<file path="config.mk">
export PLATFORM = sky130hd
export DESIGN_NAME = bin2bcd_seq
export DESIGN_NICKNAME = d
export VERILOG_FILES = /design/src/rtl/bin2bcd_seq.sv
export SDC_FILE = /design/constraint.sdc
export NUM_CORES = 1
export LEC_CHECK = 0
export CORE_ASPECT_RATIO = 0.7
export CORE_MARGIN = 5
export CORE_UTILIZATION = 48
export DETAILED_ROUTE_END_ITERATION = 6
export HOLD_SLACK_MARGIN = 0.06
export PLACE_DENSITY = 0.84
export SLEW_MARGIN = 10
export SYNTH_ARGS = -nofsm -noshare
export SYNTH_HDL_FRONTEND = slang
export SYNTH_SLANG_ARGS = --single-unit
export TNS_END_PERCENT = 1
</file>
<file path="constraint.sdc">
create_clock -name clk -period 1.69 [get_ports clk]
set_input_delay 0.338 -clock clk [delete_from_list [all_inputs] [get_ports clk]]
set_output_delay 0.338 -clock clk [all_outputs]
set_load 0.1 [all_outputs]
</file>
<file path="src/rtl/bin2bcd_seq.sv">
`default_nettype none
// ============================================================================
// Module   : bin2bcd_seq
// Brief    : Iterative shift-and-add-3 binary-to-BCD converter, one bit/clock,
//            valid/ready on both sides, digit count and overflow reporting.
// Revision : 1.0
// ============================================================================
module bin2bcd_seq #(
   parameter  int BIN_W  = 8,
   parameter  int DIGITS = 3,
   localparam int NDW    = $clog2(DIGITS + 1)
) (
   input  logic                  clk,
   input  logic                  rst_n,
   input  logic                  in_valid,
   output logic                  in_ready,
   input  logic [BIN_W-1:0]      in_bin,
   output logic                  out_valid,
   input  logic                  out_ready,
   output logic [4*DIGITS-1:0]   out_bcd,
   output logic [NDW-1:0]        out_ndigits,
   output logic                  out_ovf,
   output logic                  busy
);

   localparam int c_CNT_W = $clog2(BIN_W + 1);
   localparam int c_BCD_W = 4 * DIGITS;

   localparam logic [1:0] c_IDLE  = 2'd0;
   localparam logic [1:0] c_SHIFT = 2'd1;
   localparam logic [1:0] c_DONE  = 2'd2;

   logic [1:0]         r_state;
   logic [c_CNT_W-1:0] r_cnt;
   logic [BIN_W-1:0]   r_bin;
   logic [c_BCD_W-1:0] r_bcd;
   logic               r_ovf;

   logic [c_BCD_W-1:0] w_adj;
   logic [c_BCD_W-1:0] w_next_bcd;
   logic               w_next_ovf;
   logic [NDW-1:0]     w_next_nd;

   // Adjusted digits never exceed 12, so each digit stays within its nibble.
   for (genvar d = 0; d < DIGITS; d++) begin : g_adj
      assign w_adj[4*d +: 4] = (r_bcd[4*d +: 4] >= 4'd5) ? (r_bcd[4*d +: 4] + 4'd3)
                                                         : r_bcd[4*d +: 4];
   end

   assign w_next_bcd = {w_adj[c_BCD_W-2:0], r_bin[BIN_W-1]};
   assign w_next_ovf = r_ovf | w_adj[c_BCD_W-1];

   always_comb begin
      w_next_nd = NDW'(1);
      for (int i = 0; i < DIGITS; i++) begin
         if (w_next_bcd[4*i +: 4] != 4'd0) begin
            w_next_nd = NDW'(i + 1);
         end
      end
   end

   assign in_ready  = (r_state == c_IDLE);
   assign busy      = (r_state == c_SHIFT);
   assign out_valid = (r_state == c_DONE);

   always_ff @(posedge clk or negedge rst_n) begin
      if (!rst_n) begin
         r_state     <= c_IDLE;
         r_cnt       <= '0;
         r_bin       <= '0;
         r_bcd       <= '0;
         r_ovf       <= 1'b0;
         out_bcd     <= '0;
         out_ndigits <= '0;
         out_ovf     <= 1'b0;
      end else begin
         case (r_state)
            c_IDLE: begin
               if (in_valid) begin
                  r_bin   <= in_bin;
                  r_bcd   <= '0;
                  r_ovf   <= 1'b0;
                  r_cnt   <= c_CNT_W'(BIN_W);
                  r_state <= c_SHIFT;
               end
            end
            c_SHIFT: begin
               r_bcd <= w_next_bcd;
               r_bin <= r_bin << 1;
               r_ovf <= w_next_ovf;
               r_cnt <= r_cnt - c_CNT_W'(1);
               if (r_cnt == c_CNT_W'(1)) begin
                  out_bcd     <= w_next_bcd;
                  out_ovf     <= w_next_ovf;
                  out_ndigits <= w_next_nd;
                  r_state     <= c_DONE;
               end
            end
            c_DONE: begin
               if (out_ready) begin
                  r_state <= c_IDLE;
               end
            end
            default: r_state <= c_IDLE;
         endcase
      end
   end

endmodule
`default_nettype wire

</file>
* After elaboration in Yosys (flattened, before gate mapping)
Cells that the tools add are included.
** Word-level totals
- Logic and storage cells :: 46
- Flip-flop bits (word level) :: 42
** Operators by class
- Equality and inequality tests :: 6
- $add $sub $neg :: 4
- Bitwise gates (word level) :: 1
- Muxes and demuxes :: 17
- Order comparisons :: 3
- Reductions and logical operators :: 7
** Operators with widths (number)
- one-hot mux 12 bit (2 select lines) :: 1
- two-way mux 4 bit :: 4
- one-hot mux 8 bit (2 select lines) :: 1
- adder 4 x 2 -> 4 bit (second input constant) :: 3
- >= comparator 4 x 3 -> 1 bit (second input constant) :: 3
- two-way mux 12 bit :: 1
- two-way mux 2 bit :: 5
- two-way mux 8 bit :: 1
- one-hot mux 4 bit (2 select lines) :: 1
- nonzero test 4 bit :: 2
- one-hot mux 2 bit (3 select lines) :: 1
- equality test 4 x 1 -> 1 bit (second input constant) :: 1
- != test 2 x 1 -> 1 bit (second input constant) :: 2
- AND reduction 2 bit :: 2
- subtractor 4 x 1 -> 4 bit (second input constant) :: 1
- AND reduction 3 bit :: 1
- equality test 2 x 1 -> 1 bit (second input constant) :: 1
- equality test 2 bit (second input constant) :: 1
- zero test 2 bit :: 1
- != test 2 bit (second input constant) :: 1
- one-hot mux 1 bit (2 select lines) :: 1
- nonzero test 2 bit :: 1
- two-way mux 1 bit :: 1
- bitwise OR 1 bit :: 1

* Longest topological paths before layout
Gate-level depths: netlist (run 1).
- Depth after elaboration :: 5
- Gate-level depth with buffers :: 7
- Depth with buffers taken out :: 7

* Worst setup path after synthesis (run 1)
Ideal clock, no wire load.
- Path kind :: register to output
- Start :: register r_state[0]
- End :: output in_ready
- Arrival :: 1.892 ns
- Data required time :: 1.352 ns
- Path buffers :: 1
- Slack :: -0.540 ns
- Stages on the path, launching flop included :: 3
- Cells stage by stage :: dfrtp_1 > clkbuf_1 > nor2_1
** Between the ends
- Longest elaborated chain between the ends :: 1
** Ends and longest elaborated chain
- start, declared :: line 33 : logic [1:0] r_state;
- start signal, assigned :: line 68 : r_state <= c_IDLE;
- start signal, assigned :: line 84 : r_state <= c_SHIFT;
- start signal, assigned :: line 96 : r_state <= c_DONE;
- zero test 2 bit :: line 62 : assign in_ready = (r_state == c_IDLE);
- end, declared :: line 16 : output logic in_ready,
Every way passes these cells.

* Worst setup path after layout (run 1)
- Start :: register r_bcd[5]
- End :: register out_bcd[5]
** Between the ends
- Longest elaborated chain between the ends :: 2
** Ends and longest elaborated chain
- start, declared :: line 36 : logic [c_BCD_W-1:0] r_bcd;
- start signal, assigned :: line 88 : r_bcd <= w_next_bcd;
- >= comparator 4 x 3 -> 1 bit :: line 46 : assign w_adj[4*d +: 4] = (r_bcd[4*d +: 4] >= 4'd5) ? (r_bcd[4*d +: 4] + 4'd3)
- two-way mux 4 bit :: line 46
- end signal, assigned :: line 93 : out_bcd <= w_next_bcd;
- end, declared :: line 20 : output logic [4*DIGITS-1:0] out_bcd,
Every way passes these cells.
A chain may end at the register's enable or synchronous reset.

==> impl_metrics.tcl, run 1 <==
set metrics [dict create \
    status "finished clean" \
    finalWeightedCongestion 0.845 \
    post-route-period-util_pct 99.1 \
    tightest_slew_ps 511 \
    drtAntennaViolNets 0 \
    nNetsFinal 282 \
    io_pins 30 \
    start_kind "register" \
    dp_hpwl_um 3480 \
    netlist_area_um2 2090 \
    setup.worst_path.class "register to register" \
    cp-startpoint "r_bcd[5]" \
    clk_path_buf_depth 2 \
    regArea_um2 1050 \
    period_needed_ps 1670 \
    rrSetupSlack_ps 20 \
    holdWs_ps 515 \
    rr_startpoint "r_bcd[5]" \
    ys_types 34 \
    async_flop_share_pct 100 \
    worst_ep_required_time_ps 1880 \
    layout-area-overhead-vs-synth_pct 40.4 \
    vias 1762 \
    layout-drive-gt1-share_pct 27.9 \
    topRoutingLayerUsed "met4" \
    multi_input_area_um2 1000 \
    grt_pass1_vias 1698 \
    drt-initial-drc-count 128 \
    cts_max_level 2 \
    ys.flop_type "dfrtp_1" \
    rsz0062_at_grt "yes" \
    clk_pin_slew_ps 70 \
    synth_area_per_cell_um2 9.80 \
    holdCritPathClass "register to register" \
    finalHoldViolations 0 \
    port_buffers 29 \
    rows 20 \
    cp_max_fo 4 \
    drc 0 \
    grt_pass1_wl_um 8200 \
    clk_latency_ps 300 \
    yosys_warnings 0 \
    grt_max_degree 23 \
    grt_usage_pct 18.7 \
    antenna_found_initial 0 \
    wl_um 4960 \
    die_h_um 65.2 \
    fillers 305 \
    r2r_end "out_bcd[5]" \
    cts_tree "done" \
    max_cap_violations 0 \
    finalSetupViolations 0 \
    firstDrtPassIters 4 \
    cp-endpoint "out_bcd[5]" \
    wl_met1_um 2140 \
    yosysTopAreaCell "dfrtp_1" \
    finClkSkew_ps 5.18 \
    cts_sinks 42 \
    end_kind "register" \
    wire_per_inst_um 15.7 \
    netlist.area_leader.share_pct 50.4 \
    fmax_mhz 597 \
    synth-edff-count 0 \
    die_w_um 88.8 \
    ys_ff_latch 42 \
    vias_per_cell 5.56 \
    syn_inst 213 \
    slew_headroom_pct 66.0 \
    met2_length_um 2510 \
    synth_nets 233 \
    core_area_um2 4280 \
    dieArea_um2 5790 \
    drv_slew 0 \
    met3WireLength_um 219 \
    cp_data_arrival_time_ps 1860 \
    synth_area_leaders "dfrtp_1 50%, o21ai_0 7.9%, a21oi_1 5.0%, ha_1 4.8%, nand2_1 4.7%" \
    cts_made_buffers 5 \
    gr-total-overflow 0 \
    worst-r2r-cell-count 7 \
    ys_seq_area_share_pct 50.4 \
    initial_utilization_pct 48.8 \
    cts-root-buf "clkbuf_8" \
    diodes 0 \
]
## sequential cells by signal, summed over array words and instances, names as in the netlist
register     count
out_bcd         12
r_bcd           12
r_bin            8
r_cnt            4
out_ndigits      2
r_state          2
out_ovf          1
r_ovf            1
## per-layer routing
layer	vias to the layer above	track usage (%)
met1	865	25.7
met5	-	0
li1	841	-
met4	0	7.36
met2	46	28.1
met3	10	4.89
## worst max-delay path, stage by stage (launching register included)
cell      delay (ps)
dfrtp_1          400
inv_2             60
ha_1             170
nand2b_1         150
a21o_1           210
buf_4            150
xnor2_1          140
mux2_2           270
## cells in the final DEF, fill, tap and decap left out, types with 2 or more instances in the layout
cell type        synthesis  layout
a21oi_1                 21      17
a21oi_2                  0       4
a22o_1                   4       4
a22oi_1                  6       6
buf_12                   0      20
buf_4                    0      19
clkbuf_8                 0       6
clkdlybuf4s50_1          0      10
dfrtp_1                 42      41
ha_1                     8       7
inv_1                    9       6
inv_2                    1       4
mux2_2                   5       5
nand2_1                 26      26
nand2b_1                 5       5
nand3_1                  4       4
nor2_1                   3       2
nor2b_1                 10       9
nor3_1                   3       3
nor3b_1                  6       5
o21ai_0                 33      30
o21ai_1                  1       3
xnor2_1                  3       3
## how the worst min path moves through the flow
stage	cells after the start	to	slack (ps)	start
2_1_floorplan	0	out_bcd[0]	40	rst_n
3_3_place_gp	1	out_bcd[3]	320	rst_n
3_5_place_dp	1	out_bcd[3]	330	rst_n
4_1_cts	2	r_bin[7]	510	r_bin[7]
5_1_grt	2	r_bcd[9]	530	r_bcd[9]
6_report	2	r_bcd[9]	520	r_bcd[9]
## what timing repair did
item / in CTS / in global routing
hold buffers: 1 / 0
gates resized for setup: 0 / 17
setup buffers: 0 / 5
endpoints found under the hold margin: 20 / 0
endpoints found under the setup margin: 0 / 11
## layout make-up
cell class,instances,area share (%)
sequential,42,35.9
tap,55,2.35
multi-input combinational,152,34.2
inverter,10,1.28
timing repair buffer,51,22.5
clock inverter,1,1.02
clock buffer,6,2.82
## logic make-up after synthesis
group | Yosys count | synth area share (%)
and+or+nand+nor | 64 | 16.5
muxes | 7 | 3.90
buffers and inverters | 19 | 4.02
adders and majority gates | 8 | 4.80
AOI/OAI and AO/OA | 70 | 19.1
DFF | 42 | 50.4
xor gates and xnor gates | 3 | 1.26
## through the flow
stage               setup TNS (ps)  worst slack [ps]  area [um^2]  instances  utilization (%)
floorplan                        0               105         2090        213                -
finish                           0              15.6         2930        317             68.5
global placement                 0              97.3         2730        304             63.7
global route                  -114             -37.6         2930        317             68.5
detailed placement               0              21.3         2730        304             63.7
CTS                              0             0.444         2850        312             66.6
## synth_stat cells, types with 2 or more instances
cell and count:
nor2b_1 10, o21ai_0 33, nand2b_1 5, nor2_1 3, a22oi_1 6, nand3_1 4
a22o_1 4, mux2_2 5, nand2_1 26, nor3_1 3, clkbuf_1 4, nor3b_1 6
ha_1 8, a41oi_1 2, dfrtp_1 42, xnor2_1 3, a21oi_1 21, inv_1 9
buf_2 4
Power of run 1 is left out: the tool's default activity adds up to more than one toggle a clock period on the data nets, which glitch-free logic cannot reach.
==> run 2: changes to the inputs <==
- CORE_MARGIN: 5 -> 2
- SKIP_LAST_GASP: unset -> 1
==> impl_metrics.tcl, run 2 (synthesized netlist as in run 1, its figures left out) <==
set metrics [dict create \
    antenna_found_initial 0 \
    cts_sinks 42 \
    rsz0062_at_grt "yes" \
    worst-r2r-cell-count 7 \
    cp_max_fo 5 \
    die_w_um 82.8 \
    initial_utilization_pct 49.1 \
    drv_slew 0 \
    grt_pass1_vias 1717 \
    grt_pass1_wl_um 7890 \
    nNetsFinal 279 \
    period_needed_ps 1680 \
    regArea_um2 1050 \
    postLayoutCoreUtil_pct 66.4 \
    drt-initial-drc-count 148 \
    rr_startpoint "r_bcd[4]" \
    end_kind "register" \
    finalHoldViolations 0 \
    status "finished clean" \
    tightest_slew_ps 517 \
    holdCritPathClass "register to register" \
    port_buffers 29 \
    clk_latency_ps 290 \
    path_cells "inv_1 > ha_1 > nand2b_1 > a21o_1 > mux2i_1 > and3_1 > a41oi_1" \
    grt_max_degree 25 \
    slew_headroom_pct 65.5 \
    layout_commonest_cell "dfrtp_1" \
    setup.worst_path.class "register to register" \
    firstDrtPassIters 4 \
    drtAntennaViolNets 0 \
    cp_slowest_cell "dfrtp_1" \
    post-route-period-util_pct 99.7 \
    cp_data_arrival_time_ps 1850 \
    diodes 0 \
    max_stage_delay_ps 430 \
    cts_max_level 2 \
    fmax_mhz 594 \
    cts_tree "done" \
    finalSetupViolations 0 \
    r2r_end "out_ndigits[1]" \
    clk_pin_slew_ps 70 \
    core_area_um2 4250 \
    multi_input_area_um2 967 \
    max_cap_violations 0 \
    drc 0 \
    clk_path_buf_depth 2 \
    finClkSkew_ps 10.2 \
    gr-total-overflow 0 \
    worstHoldStart "r_bcd[9]" \
    reg_top3 "out_bcd: 12 flops, r_bcd: 12 flops, r_bin: 8 flops" \
    layout-area-overhead-vs-synth_pct 35.3 \
    layout-drive-gt1-share_pct 22.0 \
    final_cell_mix "42 x dfrtp_1, 32 x o21ai_0, 26 x nand2_1, 19 x a21oi_1, 19 x buf_12" \
    wl_um 4640 \
    vias 1695 \
    rows 20 \
    dp_hpwl_um 3490 \
    die_h_um 59.2 \
    cp-endpoint "out_ndigits[1]" \
    finalWeightedCongestion 0.820 \
    cts-root-buf "clkbuf_8" \
    wire_per_inst_um 14.8 \
    start_kind "register" \
    cts_made_buffers 5 \
    cp-startpoint "r_bcd[4]" \
    io_pins 30 \
    fin_setup_tns_ps 0 \
    worst_ep_required_time_ps 1850 \
    dieArea_um2 4900 \
    fillers 322 \
    rrSetupSlack_ps 5 \
    vias_per_cell 5.40 \
    grt_usage_pct 20.6 \
]
[run 2: per-layer routing]
| metal | part of all wire (%) | GRT usage, % | vias to the layer above |
|---|---|---|---|
| li1 | - | - | 836 |
| met1 | 46 | 28.3 | 813 |
| met2 | 48 | 32.4 | 38 |
| met3 | 4.1 | 4.18 | 8 |
| met4 | 1.7 | 9.37 | 0 |
| met5 | 0 | 0 | - |
[run 2: critical path: cells and delay by family, from the launching register on]
kind | cells | cell delay (ps)
adder cells (fa/ha/maj) | 1 | 230
multiplexers | 1 | 230
AND/OR/NAND/NOR | 2 | 270
buffers and inverters | 1 | 110
flip-flops | 1 | 430
AO/OA/AOI/OAI | 2 | 280
[run 2: how the worst min path moves through the flow]
stage / end / slack [ps] / depth (start not counted)
floorplan: out_bcd[0] / 40 / 0
global route: r_bcd[9] / 540 / 2
global placement: r_bin[0] / 340 / 1
detailed placement: r_bin[0] / 340 / 1
finish: r_bcd[9] / 510 / 2
CTS: r_bcd[9] / 520 / 2
[run 2: through the flow]
stage          hold slack (ps)  setup slack, ps  cell area, um^2  cells
2_1_floorplan             42.4              105             2090    213
3_3_place_gp               338             62.2             2720    305
3_5_place_dp               342            -19.1             2720    305
4_1_cts                    522            -5.90             2810    313
5_1_grt                    542            -90.1             2820    314
6_report                   515             5.13             2820    314
[run 2: cell type report]
type	count	area share [%]
flip-flops and latches	42	37.2
multi-input cells	152	34.2
repair buffers	48	22.1
clock buffers	7	2.70
well taps	55	2.44
inverters	10	1.33
[run 2: repair_timing]
| action | 4_1_cts | 5_1_grt |
|---|---|---|
| pin swaps | 0 | 0 |
| gates resized for setup | 1 | 2 |
| endpoints found under the hold margin | 22 | 0 |
| hold buffers | 1 | 0 |
| buffers inserted | 0 | 1 |
| endpoints found under the setup margin | 2 | 8 |
Power of run 2 is left out for the same reason.
==> run 3: changes to the inputs <==
- CORE_UTILIZATION: 48 -> 55
- CTS_BUF_LIST: unset -> sky130_fd_sc_hd__clkbuf_8
- PLACE_DENSITY: 0.84 -> 0.9
- clock period: 1.69 -> 2 ns (I/O delays scaled with it)
==> impl_metrics.tcl, run 3 (synthesized netlist as in run 1, its figures left out) <==
set metrics [dict create \
    fin_setup_tns_ps 0 \
    start_kind "register" \
    firstDrtPassIters 4 \
    cts-root-buf "clkbuf_8" \
    wire_per_inst_um 14.3 \
    antenna_found_initial 0 \
    grt_max_degree 43 \
    rsz0062_at_grt "no" \
    tightest_slew_ps 515 \
    post-route-period-util_pct 92.7 \
    core_area_um2 3580 \
    drtAntennaViolNets 0 \
    cts_setup_buffers 0 \
    die_h_um 55.5 \
    finalSetupViolations 0 \
    reg_top3 "out_bcd: 12 flops, r_bcd: 12 flops, r_bin: 8 flops" \
    layout-area-overhead-vs-synth_pct 23.7 \
    holdWs_ps 143 \
    rrSetupSlack_ps 200 \
    wl_um 4290 \
    r2r_end "r_bcd[2]" \
    drc 0 \
    dieArea_um2 4310 \
    holdCritPathClass "primary input to asynchronous set/reset pin" \
    clk_pin_slew_ps 80 \
    final_cell_mix "41 x dfrtp_1, 33 x o21ai_0, 26 x nand2_1, 24 x buf_4, 21 x a21oi_1" \
    cp_max_fo 13 \
    fmax_mhz 540 \
    finalHoldViolations 0 \
    rows 18 \
    finalWeightedCongestion 0.818 \
    clk_path_buf_depth 2 \
    layout_commonest_cell "dfrtp_1" \
    worst-r2r-cell-count 6 \
    cts_tree "done" \
    layout-drive-gt1-share_pct 20.3 \
    postLayoutCoreUtil_pct 72.1 \
    diodes 0 \
    worst_ep_required_time_ps 1600 \
    grt_pass1_vias 1628 \
    period_needed_ps 1850 \
    vias 1661 \
    finClkSkew_ps 6.92 \
    nNetsFinal 270 \
    port_buffers 29 \
    max_cap_violations 0 \
    setup.worst_path.class "register to output pin" \
    clk_latency_ps 300 \
    cts_max_level 2 \
    rr_startpoint "r_bcd[0]" \
    end_kind "output pin" \
    cts_made_buffers 5 \
    io_pins 30 \
    drv_slew 0 \
    initial_utilization_pct 58.3 \
    cts_sinks 42 \
    cp_data_arrival_time_ps 1450 \
    vias_per_cell 5.52 \
    gr-total-overflow 0 \
    slew_headroom_pct 65.7 \
    grt_usage_pct 22.0 \
    drt-initial-drc-count 111 \
    grt_pass1_wl_um 7510 \
    die_w_um 77.6 \
    dp_hpwl_um 3100 \
    status "finished clean" \
]
[run 3: cell types whose count changed in the layout (fill, tap and decap cells not counted), sizes merged]
cell / delta
clkbuf: -2
clkinv: +2
dlygate4sd3: -1
buf: -8
bufinv: +1
[run 3: stage by stage]
stage	setup WS (ps)	instances	area, um^2
floorplan	162	213	2090
global placement	278	293	2470
detailed placement	227	293	2470
global route	34.0	301	2580
CTS	55.5	301	2580
finish	147	301	2580
[run 3: area by class of cell]
| type | instances | area [um^2] |
|---|---|---|
| Tap cell | 50 | 62.6 |
| Sequential cell | 42 | 1050 |
| Multi-Input combinational cell | 152 | 955 |
| Clock buffer | 5 | 68.8 |
| Fill cell | 260 | 1000 |
| Clock inverter | 3 | 40.0 |
| Inverter | 10 | 37.5 |
| Timing Repair Buffer | 39 | 365 |
[run 3: worst max path at each step]
stage | startpoint | end | slack (ps) | depth (start not counted)
after global routing | r_bcd[8] | out_bcd[10] | 30 | 6
after floorplan | r_state[0] | in_ready | 160 | 2
after detailed placement | r_bcd[0] | r_bcd[2] | 230 | 6
final | r_state[0] | busy | 150 | 4
after CTS | r_state[0] | busy | 60 | 4
after global placement | in_valid | r_bin[6] | 280 | 5
[run 3: what timing repair did]
| action | 4_1_cts | 5_1_grt |
|---|---|---|
| hold buffers | 0 | 0 |
| endpoints found under the setup margin | 0 | 1 |
| gates resized for setup | 0 | 1 |
[run 3: worst max-delay path, cell delays in order, from the launching register on]
cell	delay, ps
dfrtp_2	480
nand2b_2	240
inv_2	80
buf_4	170
buf_12	160
[run 3: layer usage]
metal  wire, um  vias to the layer above  track usage, %
met4         24                        0            3.06
met5          0                        -               0
li1           -                      816               -
met2       2020                       40            34.5
met1       2030                      802            31.0
met3        214                        3            6.86
Power of run 3 is left out for the same reason.
